File: config.mk
export PLATFORM = sky130hd
export DESIGN_NAME = multi_debouncer
export DESIGN_NICKNAME = d
export VERILOG_FILES = /design/src/rtl/multi_debouncer.sv
export SDC_FILE = /design/constraint.sdc
export NUM_CORES = 1
export LEC_CHECK = 0
export BUFFER_PORTS_ARGS = -buffer_cell sky130_fd_sc_hd__buf_4
export CORE_MARGIN = 1.5
export CORE_UTILIZATION = 50
export CTS_BUF_LIST = sky130_fd_sc_hd__clkbuf_4 sky130_fd_sc_hd__clkbuf_8
export DETAILED_ROUTE_END_ITERATION = 7
export PLACE_DENSITY = 0.66
export SKIP_CTS_REPAIR_TIMING = 1
export SYNTH_ARGS = -nofsm -noshare
export SYNTH_HDL_FRONTEND = slang
export SYNTH_SLANG_ARGS = --single-unit
File: constraint.sdc
create_clock -name CLK50M -period 3 [get_ports CLK50M]
set_clock_uncertainty 0.2 [all_clocks]
set_input_delay 0.15 -clock CLK50M [delete_from_list [all_inputs] [get_ports CLK50M]]
set_output_delay 0.15 -clock CLK50M [all_outputs]
set_load 0.005 [all_outputs]
File: src/rtl/multi_debouncer.sv
// N-channel push-button/switch debouncer: 2-FF synchronizer, stable-time filter,
// registered edge pulses and a long-hold flag per channel.
module multi_debouncer #(
  parameter int   N_CH          = 4,
  parameter int   STABLE_CYCLES = 50_000,
  parameter int   HOLD_CYCLES   = 50_000_000,
  parameter logic RESET_LEVEL   = 1'b0
) (
  input  logic            CLK50M,
  input  logic            RESET_N,
  input  logic [N_CH-1:0] NOISY,
  output logic [N_CH-1:0] CLEAN,
  output logic [N_CH-1:0] RISE,
  output logic [N_CH-1:0] FALL,
  output logic [N_CH-1:0] LONG,
  output logic [N_CH-1:0] LONG_PULSE
);

  localparam int CNT_W  = $clog2(STABLE_CYCLES + 1);
  localparam int HCNT_W = $clog2(HOLD_CYCLES + 1);

  localparam logic [CNT_W-1:0]  CNT_LAST = CNT_W'(STABLE_CYCLES - 1);
  localparam logic [HCNT_W-1:0] HCNT_MAX = HCNT_W'(HOLD_CYCLES);
  localparam logic [HCNT_W-1:0] HCNT_PRE = HCNT_W'(HOLD_CYCLES - 1);

  logic [N_CH-1:0]   sync_p0;
  logic [N_CH-1:0]   sync_p1;
  logic [CNT_W-1:0]  cnt_p2  [N_CH];
  logic [HCNT_W-1:0] hcnt_p3 [N_CH];

  logic [CNT_W-1:0]  cnt_nxt  [N_CH];
  logic [HCNT_W-1:0] hcnt_nxt [N_CH];
  logic [N_CH-1:0]   clean_nxt;
  logic [N_CH-1:0]   rise_nxt;
  logic [N_CH-1:0]   fall_nxt;
  logic [N_CH-1:0]   long_nxt;
  logic [N_CH-1:0]   lpulse_nxt;

  function automatic logic [HCNT_W-1:0] hold_sat_inc(input logic [HCNT_W-1:0] v);
    return (v >= HCNT_MAX) ? HCNT_MAX : v + 1'b1;
  endfunction

  always_comb begin
    clean_nxt  = CLEAN;
    rise_nxt   = '0;
    fall_nxt   = '0;
    long_nxt   = '0;
    lpulse_nxt = '0;
    for (int i = 0; i < N_CH; i++) begin
      cnt_nxt[i]  = '0;
      hcnt_nxt[i] = '0;

      // stage p2: stable-time filter
      if (sync_p1[i] != CLEAN[i]) begin
        if (cnt_p2[i] == CNT_LAST) begin
          clean_nxt[i] = sync_p1[i];
          rise_nxt[i]  = sync_p1[i];
          fall_nxt[i]  = ~sync_p1[i];
        end else begin
          cnt_nxt[i] = cnt_p2[i] + 1'b1;
        end
      end

      // stage p3: hold timer, cleared on the same edge that drops CLEAN
      if (CLEAN[i] && !fall_nxt[i]) begin
        hcnt_nxt[i]   = hold_sat_inc(hcnt_p3[i]);
        long_nxt[i]   = (hcnt_p3[i] >= HCNT_PRE);
        lpulse_nxt[i] = (hcnt_p3[i] == HCNT_PRE);
      end
    end
  end

  always_ff @(posedge CLK50M or negedge RESET_N) begin
    if (!RESET_N) begin
      sync_p0    <= {N_CH{RESET_LEVEL}};
      sync_p1    <= {N_CH{RESET_LEVEL}};
      CLEAN      <= {N_CH{RESET_LEVEL}};
      RISE       <= '0;
      FALL       <= '0;
      LONG       <= '0;
      LONG_PULSE <= '0;
      for (int i = 0; i < N_CH; i++) begin
        cnt_p2[i]  <= '0;
        hcnt_p3[i] <= '0;
      end
    end else begin
      // stage p0/p1: two-flop synchronizer
      sync_p0    <= NOISY;
      sync_p1    <= sync_p0;
      CLEAN      <= clean_nxt;
      RISE       <= rise_nxt;
      FALL       <= fall_nxt;
      LONG       <= long_nxt;
      LONG_PULSE <= lpulse_nxt;
      for (int i = 0; i < N_CH; i++) begin
        cnt_p2[i]  <= cnt_nxt[i];
        hcnt_p3[i] <= hcnt_nxt[i];
      end
    end
  end

endmodule

## Word-level counts from Yosys, hierarchy flattened

Cells that the tools add are included.

- Output and inout bits: 20
- Register bits after elaboration: 196
- Input port bits: 6
- Word-level logic and storage cells: 102

- Reduce and logical (&&, ||, !) cells: 12
- Add/sub/neg operators: 8
- Order comparisons: 8
- Muxes and demuxes: 40
- Equal/unequal tests: 12
- Bitwise gates (word level): 4

Operator list:

| operator | count |
|---|---|
| $ge A26 B26 Y1 const B | 8 |
| $mux W26 | 8 |
| $mux W16 | 8 |
| $add A26 B1 Y26 const B | 4 |
| $eq A26 B26 Y1 const B | 4 |
| $add A16 B1 Y16 const B | 4 |
| $eq A16 B16 Y1 const B | 4 |
| $mux W1 | 24 |
| $reduce_and A2 Y1 | 4 |
| $logic_and A1 B1 Y1 | 4 |
| $logic_not A1 Y1 | 4 |
| $ne A1 B1 Y1 | 4 |
| $not A1 Y1 | 4 |

## Longest topological paths before layout

Gate-level depths: netlist (run 1).

- Depth after elaboration: 6
- Depth in mapped cells: 8
- Gate-level depth less buffers: 6

## Worst setup path after synthesis (run 1)

OpenSTA, ideal clock, no wires.

- Kind: reg-to-reg
- From: register cnt_p2[27] (netlist name)
- To: register hcnt_p3[31] (netlist name)
- Setup time: 0.119 ns
- Arrival time: 2.042 ns
- Cell stages (with the launch flop): 8
- Path slack: 0.639 ns
- Required time: 2.681 ns
- Path buffers: 2
- Clock period less this slack: 2.361 ns
- Path through: dfrtp_1 -> or4b_1 -> or4_1 -> buf_2 -> o21ai_4 -> nand2b_2 -> buf_6 -> nor2_1

RTL lines:

| item | line | RTL |
|---|---|---|
| start: declaration | 28 | `logic [CNT_W-1:0] cnt_p2 [N_CH];` |
| start signal: indexed assignment | 96 | `cnt_p2[i] <= cnt_nxt[i];` |
| end signal: indexed assignment | 97 | `hcnt_p3[i] <= hcnt_nxt[i];` |
| end: declaration | 29 | `logic [HCNT_W-1:0] hcnt_p3 [N_CH];` |

==> results_tabular.tex, run 1 <==
\begin{tabular}{lr}
\hline
Metric & Value \\
\hline
\multicolumn{2}{l}{\textbf{Status}} \\
Run status & complete, but fails checks \\
Failing checks & DRC \\
\multicolumn{2}{l}{\textbf{Clock tree}} \\
Number of buffers created by CTS & 17 \\
Buffer depth of the longest clock path & 2 \\
Clock tree from TritonCTS & done \\
Clock sink count & 196 \\
Clock latency on the worst-skew pair & 470 ps \\
Clock edge transition at the registers on the reported setup and hold paths & 100 ps \\
Root Buffer Master & clkbuf\_8 \\
CTS H-tree depth & 4 \\
\multicolumn{2}{l}{\textbf{Power}} \\
Total power & 4.60 mW \\
Net switching power of the design & 1.04 mW \\
Proportion of power drawn by the clock network & 0.396 \\
Part of the power in combinational logic & 0.022 \\
Portion of total power attributed to sequential cells & 0.582 \\
Static leakage & 4.18 nW \\
Worst IR Drop VDD & between 0.2 and 0.3 mV \\
Total power per unit cell area & 446 mW/mm\^{}2 \\
Switching portion of total power & 0.226 \\
Internal power & about 3.6 mW \\
\multicolumn{2}{l}{\textbf{Timing}} \\
Max\_slew headroom & 0.527 \\
Total of endpoints with negative setup slack in the final report & 0 \\
Final hold violation count & 0 \\
Maximum operating frequency & 399 MHz \\
Final worst-path setup slack & 493 ps \\
Share of the cycle needed by the critical path after routing & 0.836 \\
Setup repair after global routing missed its margin & false \\
Transition time of the tightest slew-check pin & around 700 ps \\
Total negative slack for setup checks & 0 ps \\
Final count of pins violating max slew & 0 \\
Period minus WS final & 2510 ps \\
\multicolumn{2}{l}{\textbf{Finish}} \\
Layout cell share with drive strength beyond 1 & 0.0869 \\
Final Net Count & approximately 1000 \\
P\&R area growth vs syn & 10.5\% \\
Final cell utilization of the core & 0.568 \\
Ant. Diodes & 0 \\
\multicolumn{2}{l}{\textbf{Hold path}} \\
Class of the worst hold path & input pin to async pin \\
\multicolumn{2}{l}{\textbf{Floorplan}} \\
Die area & 0.0195 mm\^{}2 \\
Placement row count & between 40 and 50 \\
Die span in y & 140 um \\
Die boundary width & between 100 and 150 um \\
Area of the core & 0.0181 mm\^{}2 \\
I/O pin count & 26 \\
Initial core utilization & 0.514 \\
\multicolumn{2}{l}{\textbf{GRT}} \\
Overflow after GRT & 0 \\
Initial antenna violation count & 0 \\
Pin count of the biggest net entering global routing & 73 \\
Vias in the first global route & roughly 6300 \\
First-pass GRT wire length & approximately 30000 um \\
GR Util All Layers & 0.186 \\
\multicolumn{2}{l}{\textbf{Yosys}} \\
Ys Warns & 0 \\
Synth unique cells & 50 \\
Main flop type after synthesis & dfrtp\_1 \\
Net Count, Synth & 953 \\
Share of synthesized area occupied by flip-flops and latches & 0.526 \\
Average size of a mapped cell & between 9 and 10 um\^{}2 \\
Gate Count Post-Synth & 935 \\
FFs w/ async S/R, synth & 1.00 \\
Number of flops mapped to enable cells by yosys & 0 \\
Flop and latch count out of synthesis & 196 \\
Mapped cell area & between 0.009 and 0.01 mm\^{}2 \\
\multicolumn{2}{l}{\textbf{Critical path}} \\
Top fanout value on the critical path & 15 \\
Setup slack of the most critical reg-to-reg path & $\sim$490 ps \\
Critical path buffers and inverters & 0 \\
Capturing point of the worst reg2reg path & cnt\_p2[23] \\
Crit path cell chain & or4b\_1 > or4\_1 > nand2\_1 > nor2\_1 \\
Source of the worst register-to-register timing path & cnt\_p2[26] \\
CP Capture Type & register \\
Kind of critical path & register to register \\
Master of the slowest instance on the critical path & or4\_1 \\
CP required & 3120 ps \\
Arrival time at the worst endpoint & 2630 ps \\
Largest stage delay, worst path & 670 ps \\
Worst Reg-to-Reg Cells & 4 \\
Cell family with most CP delay & simple AND/OR/NAND/NOR gates \\
Startpoint Class & register \\
\multicolumn{2}{l}{\textbf{Route}} \\
Count of TritonRoute iterations in the first routing pass & 7 \\
Total number of vias & approximately 6500 \\
Routed Antenna Nets & 0 \\
Number of vias per cell & between 5 and 6 \\
DR WL/cell & 13.7 um \\
Routed Wire Length & 16700 um \\
Iteration-0 DRC Markers & between 300 and 400 \\
Drt drc & 2 \\
\multicolumn{2}{l}{\textbf{Run}} \\
Max-capacitance violation count & 0 \\
\multicolumn{2}{l}{\textbf{Placement}} \\
Number of buffers added on ports & 25 \\
Setup WS pre-CTS & between 400 and 500 ps \\
Last weighted congestion value of the routability-driven placer & 0.812 \\
Half-perimeter wire length of the detailed placement result & 11000 um \\
\hline
\end{tabular}
[metrics by stage]
step | cells | instance area, um^2 | hold slack [ps]
after floorplan | 935 | 9330 | -346
after global placement | 1182 | 9830 | -12.5
after detailed placement | 1182 | 9830 | -13.6
after CTS | 1214 | 10300 | -542
after global routing | 1219 | 10300 | 50.2
final | 1219 | 10300 | 32.6
[cells in the mapped netlist (2+ instances only)]
| master | n | area share |
|---|---|---|
| dfrtp_1 | 196 | 0.53 |
| nor2_1 | 155 | 0.062 |
| xor2_1 | 78 | 0.073 |
| xnor2_1 | 69 | 0.065 |
| nand2_1 | 65 | 0.026 |
| a21oi_1 | 52 | 0.028 |
| nand3_1 | 52 | 0.028 |
| nand4_1 | 45 | 0.030 |
| inv_1 | 29 | 0.012 |
| nor3_1 | 27 | 0.014 |
| and3_1 | 22 | 0.015 |
| clkbuf_1 | 12 | 0.0048 |
| ha_1 | 12 | 0.016 |
| or3_1 | 12 | 0.0081 |
| and4_1 | 11 | 0.010 |
| nor4_1 | 11 | 0.0074 |
| and2_1 | 10 | 0.0067 |
| nor3b_1 | 8 | 0.0064 |
| buf_2 | 6 | 0.0032 |
| o21ai_0 | 5 | 0.0027 |
| a31oi_1 | 4 | 0.0027 |
| mux2_2 | 4 | 0.0048 |
| or2_2 | 4 | 0.0027 |
| or4_1 | 4 | 0.0032 |
| or4b_1 | 4 | 0.0043 |
| nand4b_1 | 3 | 0.0028 |
| nor4b_1 | 3 | 0.0028 |
| nor4bb_1 | 3 | 0.0032 |
| and4b_1 | 2 | 0.0021 |
| buf_6 | 2 | 0.0024 |
| nand2b_1 | 2 | 0.0013 |
| nand2b_2 | 2 | 0.0019 |
| nor2b_1 | 2 | 0.0013 |
| o21ai_1 | 2 | 0.0011 |
| o21ai_4 | 2 | 0.0035 |
[worst max-delay path by stage]
stage | start | to | slack [ps] | depth (start not counted)
after floorplan | cnt_p2[27] | hcnt_p3[31] | 640 | 7
after global placement | cnt_p2[26] | cnt_p2[31] | 530 | 4
after detailed placement | cnt_p2[26] | hcnt_p3[36] | 490 | 5
after CTS | cnt_p2[27] | cnt_p2[23] | 470 | 4
after global routing | cnt_p2[26] | cnt_p2[23] | 370 | 4
final | cnt_p2[26] | cnt_p2[23] | 490 | 4
[power by group through the flow]
stage	registers (mW)	logic [mW]	clock network, mW
after floorplan	2.72	0.0316	0
after global placement	2.73	0.103	0
after detailed placement	2.73	0.103	0
after CTS	2.68	0.104	1.89
after global routing	2.68	0.122	1.99
final	2.68	0.103	1.82
[cell families (layout without fill, tap and decap cells)]
| kind of cell | after synthesis | in the layout | share of synthesized area |
|---|---|---|---|
| simple gates | 450 | 450 | 0.244 |
| buf+inv | 49 | 104 | 0.0221 |
| mux | 4 | 4 | 0.00483 |
| compound gates | 77 | 77 | 0.0488 |
| xor+xnor | 147 | 147 | 0.138 |
| flops | 196 | 196 | 0.526 |
| fa+ha+maj | 12 | 12 | 0.0161 |
[cell usage in the layout, fill, tap and decap left out, drive strengths merged, types with 10 or more instances in the layout]
master,count
a21oi,52
dfrtp,196
ha,12
nor3,27
nor2,155
xnor2,69
and4,11
nand2,65
buf,37
xor2,78
inv,35
and2,10
or3,12
clkbuf,20
nand3,52
nor4,12
nand4,45
and3,22
[layer usage]
layer	routed length, um	vias to the layer above	GRT usage
li1	-	3294	-
met1	8600	3161	0.269
met2	7550	68	0.287
met3	431	14	0.0392
met4	164	0	0.0515
met5	0	-	0
[flip-flops by register name, summed over array words and instances (netlist names)]
signal / count
hcnt_p3: 104
sync_p1: 4
CLEAN: 4
cnt_p2: 64
sync_p0: 4
LONG_PULSE: 4
FALL: 4
RISE: 4
LONG: 4
[layout make-up]
type	count	area, um^2
inverter	29	109
clock buffer	19	255
multi-input combinational	690	4210
sequential	196	4900
clock inverter	13	169
fill	1565	7840
tap	229	287
timing repair buffer	43	367
[worst reg2reg max path, cell delays in order (launching register included)]
cell and delay [ps]:
dfrtp_1 430, or4b_1 510, or4_1 670, nand2_1 450, nor2_1 120
(Power assumes the default switching activity.)
==> run 2, diff against run 1 <==
--- a/config.mk
+++ b/config.mk
@@ -10,7 +10,7 @@
 export CORE_UTILIZATION = 50
 export CTS_BUF_LIST = sky130_fd_sc_hd__clkbuf_4 sky130_fd_sc_hd__clkbuf_8
 export DETAILED_ROUTE_END_ITERATION = 7
-export PLACE_DENSITY = 0.66
+export PLACE_DENSITY = 0.69
 export SKIP_CTS_REPAIR_TIMING = 1
 export SYNTH_ARGS = -nofsm -noshare
 export SYNTH_HDL_FRONTEND = slang
==> constraint.sdc (replaced) <==
create_clock -name CLK50M -period 2.2 [get_ports CLK50M]
set_clock_uncertainty 0.2 [all_clocks]
set_input_delay 0.11 -clock CLK50M [delete_from_list [all_inputs] [get_ports CLK50M]]
set_output_delay 0.11 -clock CLK50M [all_outputs]
set_load 0.005 [all_outputs]
==> results_tabular.tex, run 2 (same netlist as run 1, synthesis figures left out) <==
\begin{tabular}{lr}
\hline
Metric & Value \\
\hline
\multicolumn{2}{l}{\textbf{Status}} \\
Run status & complete, but fails checks \\
Failing checks & DRC, setup timing \\
\multicolumn{2}{l}{\textbf{GRT}} \\
Pin count of the biggest net entering global routing & 70 (-4.1\%) \\
Initial antenna violation count & 0 (unchanged) \\
GR Util All Layers & 0.191 (+0.00421) \\
Overflow after GRT & 0 (unchanged) \\
First-pass GRT wire length & 30700 um (+2.9\%) \\
Vias in the first global route & 6651 (+5.0\%) \\
\multicolumn{2}{l}{\textbf{Finish}} \\
P\&R area growth vs syn & 18.2\% \\
Final Net Count & 1050 (+5.5\%) \\
Final cell area excluding filler cells & 0.0110 mm\^{}2 (+6.9\%) \\
Most common cell after layout, fill and taps aside & dfrtp\_1 \\
Largest Register & hcnt\_p3 \\
Leading registers by flop count & hcnt\_p3 (104), cnt\_p2 (64) \\
Final cell count without fillers & 1272 (+4.3\%) \\
Highest-count cells in the layout ignoring fill and taps & dfrtp\_1 (196), nor2\_1 (133), xor2\_1 (78) \\
Ant. Diodes & 0 (unchanged) \\
Layout cell share with drive strength beyond 1 & 0.164 (+0.0771) \\
Final cell utilization of the core & 0.607 (+0.0394) \\
Largest register FFs & 104 (unchanged) \\
\multicolumn{2}{l}{\textbf{Critical path}} \\
Largest stage delay, worst path & 560 ps (-110 ps) \\
Setup slack of the most critical reg-to-reg path & -180 ps (-670 ps) \\
Critical Path Stages & 6 (+2) \\
Source of the worst register-to-register timing path & cnt\_p2[20] \\
Beginning of the critical path & cnt\_p2[20] \\
Kind of critical path & register to register \\
Startpoint Class & register \\
Top fanout value on the critical path & 8 (-7) \\
Critical path buffers and inverters & 2 (+2) \\
Arrival time at the worst endpoint & 2520 ps (-110 ps) \\
CP required & 2350 ps (-770 ps) \\
Critical path capture point & hcnt\_p3[51] \\
Worst Reg-to-Reg Cells & 6 (+2) \\
Capturing point of the worst reg2reg path & hcnt\_p3[51] \\
Master of the slowest instance on the critical path & or4\_4 \\
Cell family with most CP delay & simple AND/OR/NAND/NOR gates \\
CP Capture Type & register \\
Crit path cell chain & or4b\_4 > or4\_4 > o21ai\_4 > buf\_6 > buf\_12 > o21ba\_4 \\
\multicolumn{2}{l}{\textbf{Floorplan}} \\
Initial core utilization & 0.514 (unchanged) \\
I/O pin count & 26 (unchanged) \\
Placement row count & 49 (unchanged) \\
Die boundary width & 140 um (unchanged) \\
Die span in y & 140 um (unchanged) \\
Area of the core & 0.0181 mm\^{}2 (unchanged) \\
Die area & 0.0195 mm\^{}2 (unchanged) \\
\multicolumn{2}{l}{\textbf{Timing}} \\
Share of the cycle needed by the critical path after routing & 1.08 (+0.244) \\
Total of endpoints with negative setup slack in the final report & 87 (+87) \\
Maximum operating frequency & 421 MHz (+5.5\%) \\
Setup repair after global routing missed its margin & true \\
Final worst-path setup slack & -176 ps (-669 ps) \\
Max\_slew headroom & 0.680 (+0.153) \\
Transition time of the tightest slew-check pin & 468 ps (-236 ps) \\
Final hold violation count & 0 (unchanged) \\
Final count of pins violating max slew & 0 (unchanged) \\
Period minus WS final & 2380 ps (-131 ps) \\
\multicolumn{2}{l}{\textbf{Clock tree}} \\
Number of buffers created by CTS & 17 (unchanged) \\
Clock latency on the worst-skew pair & 450 ps (-20 ps) \\
Clock sink count & 196 (unchanged) \\
Buffer depth of the longest clock path & 2 (unchanged) \\
CTS H-tree depth & 4 (unchanged) \\
Root Buffer Master & clkbuf\_8 \\
Clock tree from TritonCTS & done \\
Clock edge transition at the registers on the reported setup and hold paths & 90 ps (about the same) \\
\multicolumn{2}{l}{\textbf{Power}} \\
Switching portion of total power & 0.215 (-0.0113) \\
Internal power & 4.76 mW (+34\%) \\
Static leakage & 4.51 nW (+7.9\%) \\
Total power per unit cell area & 550 mW/mm\^{}2 (+23\%) \\
Total power & 6.06 mW (+32\%) \\
Portion of total power attributed to sequential cells & 0.602 (+0.020) \\
Net switching power of the design & 1.30 mW (+25\%) \\
Part of the power in combinational logic & 0.030 (+0.008) \\
Proportion of power drawn by the clock network & 0.368 (-0.028) \\
Worst IR Drop VDD & 0.456 mV (+80\%) \\
\multicolumn{2}{l}{\textbf{Placement}} \\
Count of placed standard cells including taps & 1226 (+3.7\%) \\
Half-perimeter wire length of the detailed placement result & 11700 um (+6.0\%) \\
Last weighted congestion value of the routability-driven placer & 0.863 (+6.4\%) \\
Cell area after placement & 0.0102 mm\^{}2 (+4.1\%) \\
Setup WS pre-CTS & -134 ps (-620 ps) \\
Number of buffers added on ports & 25 (unchanged) \\
\multicolumn{2}{l}{\textbf{Route}} \\
Routed Wire Length & 17700 um (+5.7\%) \\
Count of TritonRoute iterations in the first routing pass & 6 (-1) \\
Drt drc & 2 (unchanged) \\
Iteration-0 DRC Markers & 384 (+8.5\%) \\
Routed Antenna Nets & 0 (unchanged) \\
Total number of vias & 6798 (+4.0\%) \\
Number of vias per cell & 5.34 (-0.34\%) \\
DR WL/cell & 13.9 um (+1.3\%) \\
\multicolumn{2}{l}{\textbf{Run}} \\
Max-capacitance violation count & 0 (unchanged) \\
\multicolumn{2}{l}{\textbf{Hold path}} \\
Class of the worst hold path & input pin to register \\
\hline
\end{tabular}
[run 2: cell count changes in the layout (fill, tap and decap cells not counted), sizes merged]
cell         delta
clkinv          -2
dlygate4sd3     +1
buf            +49
inv             -6
bufinv          -2
nand2b          +2
clkinvlp        +1
clkbuf         +10
[run 2: through the flow]
stage / hold slack [ps] / setup TNS (ps)
detailed placement: -103 / -6250
floorplan: -386 / -4530
CTS: -622 / -7300
global route: 63.7 / -11050
global placement: -105 / -3520
finish: 103 / -7540
[run 2: area by class of cell]
class / instances / area (um^2)
repair buffers: 96 / 893
flip-flops and latches: 196 / 4900
multi-input cells: 692 / 4450
inverters: 29 / 109
clock inverters: 4 / 47.5
well taps: 229 / 287
fillers: 1543 / 7130
clock buffers: 26 / 327
[run 2: layer usage]
| layer | GRT usage | vias to the layer above | share of wire | wire (um) |
|---|---|---|---|---|
| li1 | - | 3394 | - | - |
| met1 | 0.266 | 3336 | 0.49 | 8750 |
| met2 | 0.303 | 56 | 0.47 | 8390 |
| met3 | 0.0416 | 12 | 0.022 | 394 |
| met4 | 0.0526 | 0 | 0.0092 | 163 |
| met5 | 0 | - | 0 | 0 |
[run 2: worst min path at each step]
stage / startpoint / endpoint / slack [ps] / cells past startpoint
finish: NOISY[3] / sync_p0[3] / 100 / 2
global route: NOISY[3] / sync_p0[3] / 60 / 2
CTS: RESET_N / cnt_p2[61] / -620 / 1
detailed placement: RESET_N / cnt_p2[61] / -100 / 1
global placement: RESET_N / cnt_p2[61] / -100 / 1
floorplan: RESET_N / CLEAN[0] / -390 / 0
[run 2: power groups by stage]
stage	logic, mW	clock network [mW]	registers, mW
finish	0.184	2.23	3.65
global route	0.212	2.46	3.65
CTS	0.162	2.33	3.65
detailed placement	0.162	0	3.72
global placement	0.159	0	3.72
floorplan	0.0450	0	3.71
[run 2: worst reg2reg max path, cell delays in order (launching register included)]
cell and delay (ps):
dfrtp_1 390, or4b_4 530, or4_4 560, o21ai_4 200
buf_6 130, buf_12 120, o21ba_4 150
